--- src/rtl/triumph_wb_stage.sv ---
// -----------------------------------------------------------------------------
// triumph_wb_stage
//
// Writeback stage of the Triumph pipeline. It accepts one retired instruction
// per handshake and drives the register-file write port with a single
// registered pulse per instruction. For a load it waits for the data-memory
// response, then aligns and sign- or zero-extends the returned data. It flags
// misaligned loads, bus errors and response timeouts as one-cycle pulses.
//
// Parameters
//   LOAD_TIMEOUT       cycles allowed in WAIT_LOAD before a timeout error
//                      (legal range 2..255)
//
// Ports
//   clk_i              clock, rising edge
//   rst_i              synchronous active-high reset
//   ex_valid_i         instruction presented by EX/MEM
//   ex_ready_o         stage can accept (high only in IDLE)
//   ex_rd_addr_i       destination register
//   ex_rd_we_i         instruction writes rd
//   ex_alu_result_i    rd data for non-loads
//   ex_is_load_i       instruction is a load
//   ex_load_size_i     00 byte, 01 half, 10 word, 11 reserved (word)
//   ex_load_unsigned_i zero-extend when set, sign-extend when clear
//   ex_addr_lsb_i      load address bits [1:0]
//   dmem_rvalid_i      data-memory response valid
//   dmem_rdata_i       data-memory read word
//   dmem_err_i         bus error, qualified by dmem_rvalid_i
//   data_valid_wb_o    register-file write enable pulse
//   rd_addr_wb_o       register-file write address (held between writes)
//   rd_data_wb_o       register-file write data (held between writes)
//   load_err_o         bus error or timeout pulse
//   misalign_err_o     misaligned load pulse
// -----------------------------------------------------------------------------
module triumph_wb_stage #(
  parameter int unsigned LOAD_TIMEOUT = 16
) (
  input  logic        clk_i,
  input  logic        rst_i,
  input  logic        ex_valid_i,
  output logic        ex_ready_o,
  input  logic [4:0]  ex_rd_addr_i,
  input  logic        ex_rd_we_i,
  input  logic [31:0] ex_alu_result_i,
  input  logic        ex_is_load_i,
  input  logic [1:0]  ex_load_size_i,
  input  logic        ex_load_unsigned_i,
  input  logic [1:0]  ex_addr_lsb_i,
  input  logic        dmem_rvalid_i,
  input  logic [31:0] dmem_rdata_i,
  input  logic        dmem_err_i,
  output logic        data_valid_wb_o,
  output logic [4:0]  rd_addr_wb_o,
  output logic [31:0] rd_data_wb_o,
  output logic        load_err_o,
  output logic        misalign_err_o
);

  typedef enum logic [0:0] {
    ST_IDLE      = 1'b0,
    ST_WAIT_LOAD = 1'b1
  } state_e;

  // The counter reads 0 in the first WAIT_LOAD cycle, so a timeout fires when
  // it is about to step to LOAD_TIMEOUT-1; the error pulse then lands exactly
  // LOAD_TIMEOUT cycles after the accept.
  localparam logic [7:0] TIMEOUT_LAST = 8'(LOAD_TIMEOUT - 32'd2);

  localparam logic [1:0] SIZE_BYTE = 2'b00;
  localparam logic [1:0] SIZE_HALF = 2'b01;

  // Misaligned: half with odd address, word/reserved with any nonzero lsb.
  function automatic logic is_misaligned(input logic [1:0] size,
                                         input logic [1:0] lsb);
    logic mis;
    case (size)
      SIZE_BYTE: mis = 1'b0;
      SIZE_HALF: mis = lsb[0];
      default:   mis = (lsb != 2'b00);
    endcase
    return mis;
  endfunction

  // Select the addressed lane of the read word and extend it to 32 bits.
  function automatic logic [31:0] align_load(input logic [31:0] rdata,
                                             input logic [1:0]  size,
                                             input logic        uns,
                                             input logic [1:0]  lsb);
    logic [7:0]  byte_v;
    logic [15:0] half_v;
    logic [31:0] res;
    case (lsb)
      2'd0:    byte_v = rdata[7:0];
      2'd1:    byte_v = rdata[15:8];
      2'd2:    byte_v = rdata[23:16];
      2'd3:    byte_v = rdata[31:24];
      default: byte_v = rdata[7:0];
    endcase
    half_v = lsb[1] ? rdata[31:16] : rdata[15:0];
    case (size)
      SIZE_BYTE: res = uns ? {24'h000000, byte_v} : {{24{byte_v[7]}}, byte_v};
      SIZE_HALF: res = uns ? {16'h0000, half_v}   : {{16{half_v[15]}}, half_v};
      default:   res = rdata;
    endcase
    return res;
  endfunction

  state_e      state_q, state_d;
  logic [7:0]  cnt_q, cnt_d;
  logic [4:0]  ld_rd_q, ld_rd_d;
  logic        ld_we_q, ld_we_d;
  logic [1:0]  ld_size_q, ld_size_d;
  logic        ld_uns_q, ld_uns_d;
  logic [1:0]  ld_lsb_q, ld_lsb_d;
  logic        valid_q, valid_d;
  logic [4:0]  rd_addr_q, rd_addr_d;
  logic [31:0] rd_data_q, rd_data_d;
  logic        load_err_q, load_err_d;
  logic        misalign_q, misalign_d;

  // Next-state and registered-output computation for the writeback FSM.
  always_comb begin
    state_d    = state_q;
    cnt_d      = cnt_q;
    ld_rd_d    = ld_rd_q;
    ld_we_d    = ld_we_q;
    ld_size_d  = ld_size_q;
    ld_uns_d   = ld_uns_q;
    ld_lsb_d   = ld_lsb_q;
    valid_d    = 1'b0;
    rd_addr_d  = rd_addr_q;
    rd_data_d  = rd_data_q;
    load_err_d = 1'b0;
    misalign_d = 1'b0;

    case (state_q)
      ST_IDLE: begin
        if (ex_valid_i) begin
          if (!ex_is_load_i) begin
            // Address/data only move on a real write so they hold otherwise.
            if (ex_rd_we_i && (ex_rd_addr_i != 5'd0)) begin
              valid_d   = 1'b1;
              rd_addr_d = ex_rd_addr_i;
              rd_data_d = ex_alu_result_i;
            end else begin
              valid_d   = 1'b0;
            end
          end else if (is_misaligned(ex_load_size_i, ex_addr_lsb_i)) begin
            misalign_d = 1'b1;
          end else begin
            ld_rd_d   = ex_rd_addr_i;
            ld_we_d   = ex_rd_we_i;
            ld_size_d = ex_load_size_i;
            ld_uns_d  = ex_load_unsigned_i;
            ld_lsb_d  = ex_addr_lsb_i;
            cnt_d     = 8'd0;
            state_d   = ST_WAIT_LOAD;
          end
        end else begin
          state_d = ST_IDLE;
        end
      end

      ST_WAIT_LOAD: begin
        cnt_d = cnt_q + 8'd1;
        // A response in the final allowed cycle beats the timeout.
        if (dmem_rvalid_i) begin
          state_d = ST_IDLE;
          if (dmem_err_i) begin
            load_err_d = 1'b1;
          end else if (ld_we_q && (ld_rd_q != 5'd0)) begin
            valid_d   = 1'b1;
            rd_addr_d = ld_rd_q;
            rd_data_d = align_load(dmem_rdata_i, ld_size_q, ld_uns_q, ld_lsb_q);
          end else begin
            valid_d   = 1'b0;
          end
        end else if (cnt_q == TIMEOUT_LAST) begin
          load_err_d = 1'b1;
          state_d    = ST_IDLE;
        end else begin
          state_d = ST_WAIT_LOAD;
        end
      end

      default: begin
        state_d = ST_IDLE;
        cnt_d   = 8'd0;
      end
    endcase
  end

  // State, load context and output registers with synchronous reset.
  always_ff @(posedge clk_i) begin
    if (rst_i) begin
      state_q    <= ST_IDLE;
      cnt_q      <= 8'd0;
      ld_rd_q    <= 5'd0;
      ld_we_q    <= 1'b0;
      ld_size_q  <= 2'b00;
      ld_uns_q   <= 1'b0;
      ld_lsb_q   <= 2'b00;
      valid_q    <= 1'b0;
      rd_addr_q  <= 5'd0;
      rd_data_q  <= 32'h0000_0000;
      load_err_q <= 1'b0;
      misalign_q <= 1'b0;
    end else begin
      state_q    <= state_d;
      cnt_q      <= cnt_d;
      ld_rd_q    <= ld_rd_d;
      ld_we_q    <= ld_we_d;
      ld_size_q  <= ld_size_d;
      ld_uns_q   <= ld_uns_d;
      ld_lsb_q   <= ld_lsb_d;
      valid_q    <= valid_d;
      rd_addr_q  <= rd_addr_d;
      rd_data_q  <= rd_data_d;
      load_err_q <= load_err_d;
      misalign_q <= misalign_d;
    end
  end

  assign ex_ready_o      = (state_q == ST_IDLE);
  assign data_valid_wb_o = valid_q;
  assign rd_addr_wb_o    = rd_addr_q;
  assign rd_data_wb_o    = rd_data_q;
  assign load_err_o      = load_err_q;
  assign misalign_err_o  = misalign_q;

endmodule

--- config.mk ---
export PLATFORM = sky130hd
export DESIGN_NAME = triumph_wb_stage
export DESIGN_NICKNAME = d
export VERILOG_FILES = /design/src/rtl/triumph_wb_stage.sv
export SDC_FILE = /design/constraint.sdc
export NUM_CORES = 1
export LEC_CHECK = 0
export BUFFER_PORTS_ARGS = -buffer_cell sky130_fd_sc_hd__buf_2
export CAP_MARGIN = 20
export CORE_UTILIZATION = 49
export CTS_CLUSTER_DIAMETER = 100
export CTS_CLUSTER_SIZE = 28
export DETAILED_ROUTE_END_ITERATION = 10
export PLACE_DENSITY_LB_ADDON = 0.25
export SLEW_MARGIN = 25
export SYNTH_ARGS = -nofsm -noshare
export SYNTH_HDL_FRONTEND = slang
export SYNTH_SLANG_ARGS = --single-unit
--- constraint.sdc ---
create_clock -name clk_i -period 2.4 [get_ports clk_i]
set_clock_uncertainty 0.2 [all_clocks]
set_input_delay 0.48 -clock clk_i [delete_from_list [all_inputs] [get_ports clk_i]]
set_output_delay 0.48 -clock clk_i [all_outputs]
set_load 0.1 [all_outputs]
After elaboration in Yosys (flattened, before gate mapping)
Index checks and enable logic that the tools add are counted.
Widths: inputs -> output; s select.
Storage, ports and cells
  flip-flop bits (word level): 60
  logic and storage cells: 88
Cells by class
  add/subtract/negate cells: 1
  eq/ne operators: 14
  muxes and demuxes: 44
  bitwise operators: 4
  reduce and logical (&&, ||, !) cells: 13
Operators with widths (count)
  $mux 32: 8
  $pmux 32 s2: 2
  $pmux 8 s4: 1
  $mux 5: 6
  $mux 8: 3
  $mux 1: 18
  $mux 16: 1
  $pmux 8 s2: 1
  $ne 2x2->1 const B: 5
  $pmux 5 s2: 1
  $reduce_bool 5->1: 2
  $add 8x1->8 const B: 1
  $eq 8x4->1 const B: 1
  $eq 2x1->1 const B: 3
  $logic_not 2->1: 3
  $ne 2x1->1 const B: 3
  $pmux 1 s2: 3
  $reduce_and 6->1: 1
  $eq 2x2->1 const B: 2
  $not 1->1: 4
  $reduce_and 4->1: 1
  $reduce_or 4->1: 1
  $reduce_and 3->1: 1
  $logic_and 1x1->1: 2
  2 further kinds: 2

Logic depth before layout (Yosys ltp)
  depth after elaboration: 9
  mapped depth: 8
  depth with buffers taken out: 6

Worst setup path before layout
OpenSTA, ideal clock, no wires.
  path type: reg2out
  start point: reg state_q
  end point: out ex_ready_o
  arrival time: 1.568 ns
  setup slack: 0.152 ns
  stages on the path, launching flop included: 4
  buffers on the path: 2
  cells stage by stage: dfxtp_1 > buf_4 > inv_1 > clkbuf_1
Between the ends
  longest elaborated chain between the ends: 1
RTL lines
  start, declared: line 108  | state_e state_q, state_d;
  start signal, assigned: line 209  | state_q <= state_d;
  $not 1->1
  end, declared: line 41  | output logic ex_ready_o,
Every way passes these cells.

Worst setup path in the final report
  start point: reg ld_lsb_q[1]
  end point: reg rd_data_q[18], in the netlist rd_data_wb_o[18]
Between the ends
  longest elaborated chain between the ends: 8
  elaborated cells between the ends (all ways): 13
  those cells by class: eq/ne (3); mux (9); reduce/logical (1)
RTL lines
  start, declared: line 114  | logic [1:0] ld_lsb_q, ld_lsb_d;
  start signal, assigned: line 215  | ld_lsb_q <= ld_lsb_d;
  $eq 2x2->1 (tied with other cells): line 92  | case (lsb)
  $pmux 8 s4: line 92
  $mux 32: line 101  | SIZE_BYTE: res = uns ? {24'h000000, byte_v} : {{24{byte_v[7]}}, byte_v};
  $pmux 32 s2 (*): line 100  | case (size)
  $mux 32 (*): line 171  | end else if (ld_we_q && (ld_rd_q != 5'd0)) begin
  $mux 32 (*): line 169  | if (dmem_err_i) begin
  $mux 32 (*): line 167  | if (dmem_rvalid_i) begin
  $pmux 32 s2 (*): line 136  | case (state_q)
  end signal, assigned: line 218  | rd_data_q <= rd_data_d;
  end, declared: line 117  | logic [31:0] rd_data_q, rd_data_d;
Mark *: on every way between the ends. The rest lies on a longest branch, timed or not. The select of a mux whose other input is x is not followed.
A chain may end at the register's enable or synchronous reset.

==> reports/metrics.cfg <==
[run_status]
status = completed

[synthesis]
syn_area_per_cell_um2 = 8.322
synth_edf_count = 0
syn-cell-area_mm2 = 0.003196
synth_ff_type = dfxtp_1
async_flop_share = 0
ys_types = 44
syn_inst = 384
ys_ff_latch = 60
syn_nets = 467
yosys_warnings = 0
yosysSeqAreaShare = 0.3759

[floorplan]
fp.coreArea_mm2 = 0.006314
row_count = 29
die_area_mm2 = 0.006848
die-width_um = 82.76
boundaryPins = 122
fp.dieH_um = 82.76
initial_core_util = 0.5061

[setup_path]
path_class = reg -> reg
crit_path_end_kind = register
crit_required_ns = 2.44
worstPathArrival_ns = 2.22
cp_max_fo = 19
critPathLaunchType = register

[place]
hpwl_um = 6807
gp_congestion = 0.9144
io_buffers = 121

[layout]
syn2layout_area_growth_pct = 28.50
fin_util = 0.6504
final_cell_mix = buf_2 (121), dfxtp_1 (59), nand2_1 (44), a21oi_1 (44), nor2_1 (40)
insertedDiodeCount = 0
multi_input_area_mm2 = 0.001800
layout.nets = 578
drive_gt1_frac = 0.3440
ff_latch_area_mm2 = 0.001202
mostFrequentLayoutCell = buf_2
fillers = 559

[clock_tree]
htreeDepth = 3
cts_sinks = 60
cts.clk_slew.worst_paths_ns = 0.08
cts_buffer_depth = 2
numCtsBuffers = 9
clk_latency_ns = 0.34
cts_tree = yes
hold_buffers = 0
root_buffer = clkbuf_8
cts_setup_buffers = 0
cts_resized = 0

[sta]
hold_viol = 0
relSlewSlack = 0.5688
fmax_ghz = 0.4589
grt_setup_unrepaired = no
drv_slew = 0
fin_crit_ns = 2.179
setup_viol = 0
worst_pin_slew_ns = 0.6452
setup-tns-final_ns = 0
timing.final.crit_share = 0.9079

[global_route]
grt_pass1_vias = 2992
grt_usage = 0.2826
grt_overflow = 0
grt_pass1_wl_um = 14330
grt_max_degree = 41
grt_antenna_before_repair = 0

[power]
max-vdd-ir-drop_mv = 0.5189
p_leak_nw = 1.821
power_density_mw_per_mm2 = 668.7

[worst_hold_path]
min_path_type = in -> reg

[drt]
drt_iter0_drc = 223
via_per_inst = 5.915
drtAntennaViolNets = 0
wl_per_cell_um = 16.37
drc = 0
num_vias = 3413
wirelength_um = 9444
dr.pass1.iters = 4

[run]
maxCapViolations = 0

[worst paths after layout]
path	slack [ns]	start	end	cells past startpoint
setup / recovery	0.22	ld_lsb_q[1]$_SDFFE_PP0P_	rd_data_wb_o[18]$_SDFFE_PP0P_	6
hold / removal	0.17	ex_load_unsigned_i	ld_uns_q$_SDFFE_PP0P_	3
setup reg to reg	0.22	ld_lsb_q[1]$_SDFFE_PP0P_	rd_data_wb_o[18]$_SDFFE_PP0P_	6
hold reg to reg	0.26	ld_we_q$_SDFFE_PP0P_	ld_we_q$_SDFFE_PP0P_	2
[through the flow]
step	hold WS [ns]	worst slack, ns	instance area [um^2]	std cells	power, W
floorplan	0.2370	0.1523	3196	384	0.001468
detailed placement	0.2505	0.1269	3861	561	0.001628
global route	0.1847	0.02041	4106	577	0.002852
finish	0.1709	0.2209	4106	577	0.002746
CTS	0.1600	0.2533	4106	577	0.002761
global placement	0.2461	0.1474	3861	561	0.001621
[power breakdown]
group	internal [W]	switching (W)
Sequential	0.00103	0.0000234
Combinational	0.000152	0.000404
Clock	0.000697	0.000438
Total	0.00188	0.000866
[critical path, stage by stage, from the launching register on]
cell	delay, ns
dfxtp_1	0.36
buf_4	0.25
mux2i_1	0.10
or4_1	0.46
o311ai_4	0.23
a21oi_1	0.13
o41ai_1	0.34
[synth_stat cells (all sizes together) (3+ instances only)]
cell | n | area share
nor3 | 4 | 0.0063
mux2 | 3 | 0.011
dfxtp | 60 | 0.38
nor2 | 40 | 0.047
buf | 16 | 0.032
a21oi | 44 | 0.069
nand2 | 44 | 0.052
inv | 4 | 0.0047
o21ai | 5 | 0.0078
mux2i | 6 | 0.019
a21o | 7 | 0.016
o41ai | 24 | 0.089
a211oi | 19 | 0.045
nor2b | 11 | 0.022
a221oi | 8 | 0.022
clkbuf | 20 | 0.023
nand3 | 28 | 0.044
a311oi | 8 | 0.022
or4 | 3 | 0.0070
nand2b | 5 | 0.0098
[sequential cells by signal, summed over array words and instances (netlist names)]
| signal | cells |
|---|---|
| ld_we_q | 1 |
| ld_lsb_q | 2 |
| rd_data_wb_o | 32 |
| ld_size_q | 2 |
| state_q | 1 |
| load_err_o | 1 |
| ld_rd_q | 5 |
| misalign_err_o | 1 |
| data_valid_wb_o | 1 |
| ld_uns_q | 1 |
| rd_addr_wb_o | 5 |
| cnt_q | 8 |
[per-layer routing]
layer	GRT usage	share of wire	vias up
li1	-	-	1657
met4	0.1017	0.017	0
met5	0	0	-
met1	0.3794	0.44	1587
met3	0.07363	0.089	15
met2	0.4336	0.46	154
[layout make-up]
cell class                      instances  area share
Sequential cell                        60      0.2928
Tap cell                               77     0.02346
Clock inverter                          7     0.02956
Timing Repair Buffer                  136      0.1810
Multi-Input combinational cell        283      0.4385
Clock buffer                            9     0.03016
Inverter                                5    0.004570
[kinds of logic (layout without fill, tap and decap cells)]
kind of cell             Yosys count  in the layout  share of synthesized area
AND/OR/NAND/NOR                  147            147                     0.2138
adder cells (fa/ha/maj)            2              2                   0.007830
AO/OA/AOI/OAI                    125            125                     0.3121
multiplexers                       9              9                    0.02937
flip-flops                        60             60                     0.3759
buffers and inverters             41            157                    0.06108
Note: power is estimated with default switching activity, not from simulation.
